File: src/rtl/four_req_rr_arbiter.sv
// Four-requester arbiter with registered one-hot/encoded grant, round-robin or
// fixed priority selection, and a hold limit that forces release after HOLD_MAX cycles.
module four_req_rr_arbiter #(
  parameter int HOLD_MAX = 8,
  parameter bit RR_EN    = 1'b1
) (
  input  logic       clk,
  input  logic       rst,
  input  logic [3:0] req,
  output logic [3:0] grant,
  output logic [1:0] grant_idx,
  output logic       busy,
  output logic       timeout
);

  typedef enum logic {IDLE, GRANT} state_t;

  localparam int CW = (HOLD_MAX > 1) ? $clog2(HOLD_MAX) : 1;
  localparam logic [CW-1:0] HOLD_LAST = CW'(HOLD_MAX - 1);

  state_t        state;
  logic [CW-1:0] hold_cnt;
  logic [1:0]    ptr;
  logic [1:0]    winner;
  logic [1:0]    cand;

  // Later loop iterations overwrite earlier ones, so iteration order sets priority.
  always_comb begin
    winner = 2'd0;
    cand   = 2'd0;
    if (RR_EN) begin
      for (int i = 4; i >= 1; i--) begin
        cand = ptr + 2'(i);
        if (req[cand]) winner = cand;
      end
    end else begin
      for (int i = 0; i < 4; i++) begin
        if (req[i]) winner = 2'(i);
      end
    end
  end

  always_ff @(posedge clk or posedge rst) begin
    if (rst) begin
      state     <= IDLE;
      grant     <= 4'b0000;
      grant_idx <= 2'd0;
      busy      <= 1'b0;
      timeout   <= 1'b0;
      hold_cnt  <= '0;
      ptr       <= 2'd3;
    end else begin
      case (state)
        IDLE: begin
          timeout  <= 1'b0;
          hold_cnt <= '0;
          if (req != 4'b0000) begin
            state     <= GRANT;
            grant     <= 4'b0001 << winner;
            grant_idx <= winner;
            busy      <= 1'b1;
          end
        end
        GRANT: begin
          // A requester still asserting at the exit edge means the hold limit forced it out.
          if (!req[grant_idx] || hold_cnt == HOLD_LAST) begin
            state     <= IDLE;
            grant     <= 4'b0000;
            grant_idx <= 2'd0;
            busy      <= 1'b0;
            ptr       <= grant_idx;
            hold_cnt  <= '0;
            timeout   <= req[grant_idx];
          end else begin
            hold_cnt <= hold_cnt + CW'(1);
          end
        end
      endcase
    end
  end

endmodule

File: config.mk
export PLATFORM = sky130hd
export DESIGN_NAME = four_req_rr_arbiter
export DESIGN_NICKNAME = d
export VERILOG_FILES = /design/src/rtl/four_req_rr_arbiter.sv
export SDC_FILE = /design/constraint.sdc
export NUM_CORES = 1
export LEC_CHECK = 0
export CAP_MARGIN = 20
export CORE_MARGIN = 2
export CORE_UTILIZATION = 30
export DETAILED_ROUTE_END_ITERATION = 8
export PLACE_DENSITY = 0.5
export SYNTH_ARGS = -nofsm -noshare
export SYNTH_HDL_FRONTEND = slang
export SYNTH_SLANG_ARGS = --single-unit
File: constraint.sdc
create_clock -name clk -period 4.5 [get_ports clk]
set_input_delay 1.125 -clock clk [delete_from_list [all_inputs] [get_ports clk]]
set_output_delay 1.125 -clock clk [all_outputs]
set_load 0.02 [all_outputs]
# [Yosys cells after proc, flatten, opt, wreduce, memory -nomap -nowiden]
# Cells that the tools add are included.
[classes] magnitude_cmp=5 n_addsub=4 bitwise_logic=1 eq_ne=3 n_reduce_logical=5 n_mux=30 n_shift=1
[ops] cell="$lt A2 B3 Y1 const B" n=5
[ops] cell="$mux W2" n=6
[ops] cell="$bmux W1 S2" n=5
[ops] cell="$mux W1" n=10
[ops] cell="$mux W4" n=2
[ops] cell="$pmux W4 S2" n=1
[ops] cell="$pmux W1 S2" n=3
[ops] cell="$pmux W3 S2" n=1
[ops] cell="$add A2 B2 Y2 const B" n=2
[ops] cell="$pmux W2 S2" n=1
[ops] cell="$reduce_and A2 Y1" n=2
[ops] cell="$reduce_bool A4 Y1" n=1
[ops] cell="$shl A1 B2 Y4 const A" n=1
[ops] cell="$add A3 B1 Y3 const B" n=1
[ops] cell="$eq A3 B3 Y1 const B" n=1
[ops] cell="$mux W3" n=1
[ops] cell="$add A2 B1 Y2 const B" n=1
[ops] cell="$ne A2 B1 Y1 const B" n=1
[ops] cell="$ne A2 B2 Y1 const B" n=1
[ops] cell="$logic_not A1 Y1" n=1
[ops] cell="$logic_or A1 B1 Y1" n=1
[ops] cell="$not A1 Y1" n=1
[totals] input_bits=6 reg_bits=14

# [Longest topological paths before layout]
[logic_depth] ltp_word=9 depth_mapped=6 mapped_depth_nobuf=6

# [Worst setup path before layout]
# No wires, ideal clock.
[synth_path] path_kind="input port to flip-flop" startpoint="in req[3]" endpoint="reg ptr[0]" path_slack_ns=2.236 arrival_time_ns=2.182 stages=3 t_required_ns=4.418 path_cell_list="mux4_2 -> a21oi_2 -> mux2_2"
[synth_between] elab_chain_len=5
[synth_rtl] element="start: declaration" line="9" rtl="input logic [3:0] req,"
[synth_rtl] element="$bmux W1 S2" line="66" rtl="if (!req[grant_idx] || hold_cnt == HOLD_LAST) begin"
[synth_rtl] element="$mux W1 (implied by the code)" line="66"
[synth_rtl] element="$logic_not A1 Y1" line="66"
[synth_rtl] element="$logic_or A1 B1 Y1" line="66"
[synth_rtl] element="$reduce_and A2 Y1 (no source line)"
[synth_rtl] element="end signal: assignment" line="71" rtl="ptr <= grant_idx;"
[synth_rtl] element="end: declaration" line="23" rtl="logic [1:0] ptr;"
# No other way between the ends. The select of a mux whose other input is x is not followed.
# A chain may end at the register's enable or synchronous reset.

# [Worst setup path after layout]
[layout_path] startpoint="in req[0]" endpoint="reg grant[1]"
[layout_between] elab_chain_len=9
[layout_rtl] element="$bmux W1 S2" line="34" rtl="if (req[cand]) winner = cand;"
[layout_rtl] element="$mux W1 (implied by the code)" line="34"
[layout_rtl] element="$mux W2 (4 in series)" line="34"
[layout_rtl] element="$shl A1 B2 Y4" line="59" rtl="grant <= 4'b0001 << winner;"
[layout_rtl] element="$mux W4" line="57" rtl="if (req != 4'b0000) begin"
[layout_rtl] element="$pmux W4 S2" line="53" rtl="case (state)"
[layout_rtl] element="end signal: assignment" line="59"
[layout_rtl] element="end: declaration" line="10" rtl="output logic [3:0] grant,"
# Parallel ways exist; a longest one is shown, timed or not. The select of a mux whose other input is x is not followed.

==> results.yml <==
setup_path:
  worstSetupEndpointType: "flip-flop"
  cp-startpoint: "req[0]"
  cpMaxStageDelayCell: "nor4_1"
  cp_max_fo: 5
  cp.arrival_ns: 2.87
  cpPeakStageDelay_ns: 0.70
  crit_type: "input port to flip-flop"
  start_kind: "input port"
  ff2ff_setup_slack_ns: 2.79
  worstPathCellList: "clkdlybuf4s50_1, nor4_1, nor2_1, a21boi_0, a22o_1"
  r2r_start: "grant_idx[0]"
  cpLargestDelayFamily: "simple AND/OR/NAND/NOR gates"
  crit_required_ns: 4.67
  reg2reg_depth: 3
  r2r_end: "ptr[0]"
  critPathBufInv: 1
synth:
  synthesis.nets: 66
  synth-main-ff-cell: "dfrtp_1"
  synth_async_sr_flop_share_pct: 100
  netlist_area_um2: 671
  synth.ff_latch_count: 14
  synth-seq-area-share_pct: 52.6
  ys_warn_count: 0
  synth-edff-count: 0
  yosysUniqueCellTypes: 27
  synthCells: 58
  syn_area_per_cell_um2: 11.6
clocking:
  clock_path_buffers: 2
  cts-hold-fix-buffers: 0
  path_clk_slew_ns: 0.08
  cts_tree: "done"
  cts-resized-gates: 0
  clkSinkCount: 14
  post_cts.repair.setup_buffers: 0
  htreeDepth: 1
  clk_latency_ns: 0.27
  cts_made_buffers: 3
  clock-root-buffer: "clkbuf_4"
sta:
  rsz0062_at_grt: "no"
  setup_violations: 0
  hold_violations: 0
  slew_headroom_pct: 49.8
  worst_pin_slew_ns: 0.746
  final.setup.tns_ns: 0
  finalWorstSetupSlack_ns: 1.80
  finalCritPeriodShare_pct: 60.0
  skew_ns: 0.00201
  post-route-min-period_ns: 2.70
  drv_slew: 0
  fin_hold_ws_ns: 0.439
  max_freq_mhz: 370
grt:
  overflow: 0
  grt_pass1_wl_um: 2290
  track_usage_pct: 12.2
  antenna_found_initial: 0
  grt_max_degree: 15
  grt_pass1_vias: 496
hold_path:
  min_from: "hold_cnt[0]"
  whs_path_depth: 1
  hold_path_end: "hold_cnt[0]"
  hold_path.class: "flip-flop to flip-flop"
route:
  drtAntennaViolNets: 0
  drc: 0
  wire_per_inst_um: 12.8
  firstDrtPassIters: 4
  dr.first_iter.drc_count: 14
  drt-vias-per-instance: 4.82
  via_count: 496
  wl_um: 1320
power:
  intPower_w: 0.000358
  power.density_nw_per_um2: 645
  seq_power_share_pct: 39.2
  combPwrFrac_pct: 45.0
  p_leak_nw: 0.406
  ir_drop_mv: 0.317
  p_sw_share_pct: 36.3
  p_clk_share_pct: 15.8
  total_power_w: 0.000563
  p_sw_w: 0.000204
die:
  start_util_pct: 30.9
  num_rows: 17
  die_h_um: 51.3
  die_area_um2: 2630
  io_pins: 14
  core_area_um2: 2170
  die_x_um: 51.3
finish:
  area_growth_pct: 30.0
  fillCellCount: 231
  final_common_cell: "clkdlybuf4s50_1"
  final_nets: 84
  mostFrequentLayoutCells: "clkdlybuf4s50_1, dfrtp_1, nand2_1"
  antenna_cells: 0
  drive_gt1_share_pct: 20.0
place:
  gp_congestion: 0.764
  portBuffers: 13
  place_ws_ns: 1.53
  place_hpwl_um: 997
job:
  maxCapViolCount: 0
run_status:
  status: "complete, no violations"
## cell type report
| cell class | count | area [µm²] | share of cell area (%) |
|---|---|---|---|
| multi-input combinational | 40 | 303 | 34.7 |
| clock buffer | 4 | 36.3 | 4.16 |
| timing repair buffer | 13 | 130 | 14.9 |
| sequential | 14 | 353 | 40.5 |
| inverter | 4 | 15.0 | 1.72 |
| tap | 28 | 35.0 | 4.02 |
## cell usage after synthesis, types with 2 or more instances
cell type,n,area share [%]
mux2_2,2,3.4
nand2_1,5,2.8
ha_1,2,3.7
dfstp_2,2,7.8
and3_2,2,2.2
inv_1,4,2.2
a22o_1,3,3.9
o21ai_0,4,3.0
dfrtp_1,12,45
or2b_1,2,2.2
nor2_1,4,2.2
## worst max-delay path by stage
stage | end | slack [ns] | cells past startpoint
global placement | grant[1] | 1.50 | 5
detailed placement | grant[1] | 1.53 | 5
global route | grant[1] | 1.65 | 5
floorplan | ptr[0] | 2.24 | 3
finish | grant[1] | 1.80 | 5
CTS | grant[1] | 1.82 | 5
## stage by stage
stage	area [µm²]	instances	util, %
after global routing	872	103	40.2
after CTS	872	103	40.2
after detailed placement	836	99	38.5
after global placement	836	99	38.5
final	872	103	40.2
after floorplan	671	58	-
## kinds of logic after synthesis
group / count (synthesis) / synth area share [%]
mux: 3 / 6.72
compound gates: 17 / 20.5
fa+ha+maj: 2 / 3.73
simple gates: 18 / 14.2
buf+inv: 4 / 2.24
flops: 14 / 52.6
## flip-flops by register name (all words and copies together) (netlist names)
register,count
grant,4
hold_cnt,3
grant_idx,2
ptr,2
busy,1
state,1
timeout,1
## metal layers
layer / global-route usage [%] / vias to the layer above / share of wire (%)
li1: - / 245 / -
met1: 15.2 / 237 / 46
met2: 18.8 / 12 / 47
met3: 6.14 / 2 / 6.0
met4: 2.63 / 0 / 0.83
met5: 0 / - / 0
## power groups by stage
stage	registers (W)	clock network [W]	logic, W
after floorplan	0.000250	0	0.000129
after global placement	0.000224	0	0.000253
after detailed placement	0.000223	0	0.000253
after CTS	0.000222	0.0000924	0.000255
after global routing	0.000229	0.0000977	0.000275
final	0.000221	0.0000889	0.000253
Power figures use the tool's default switching activity.
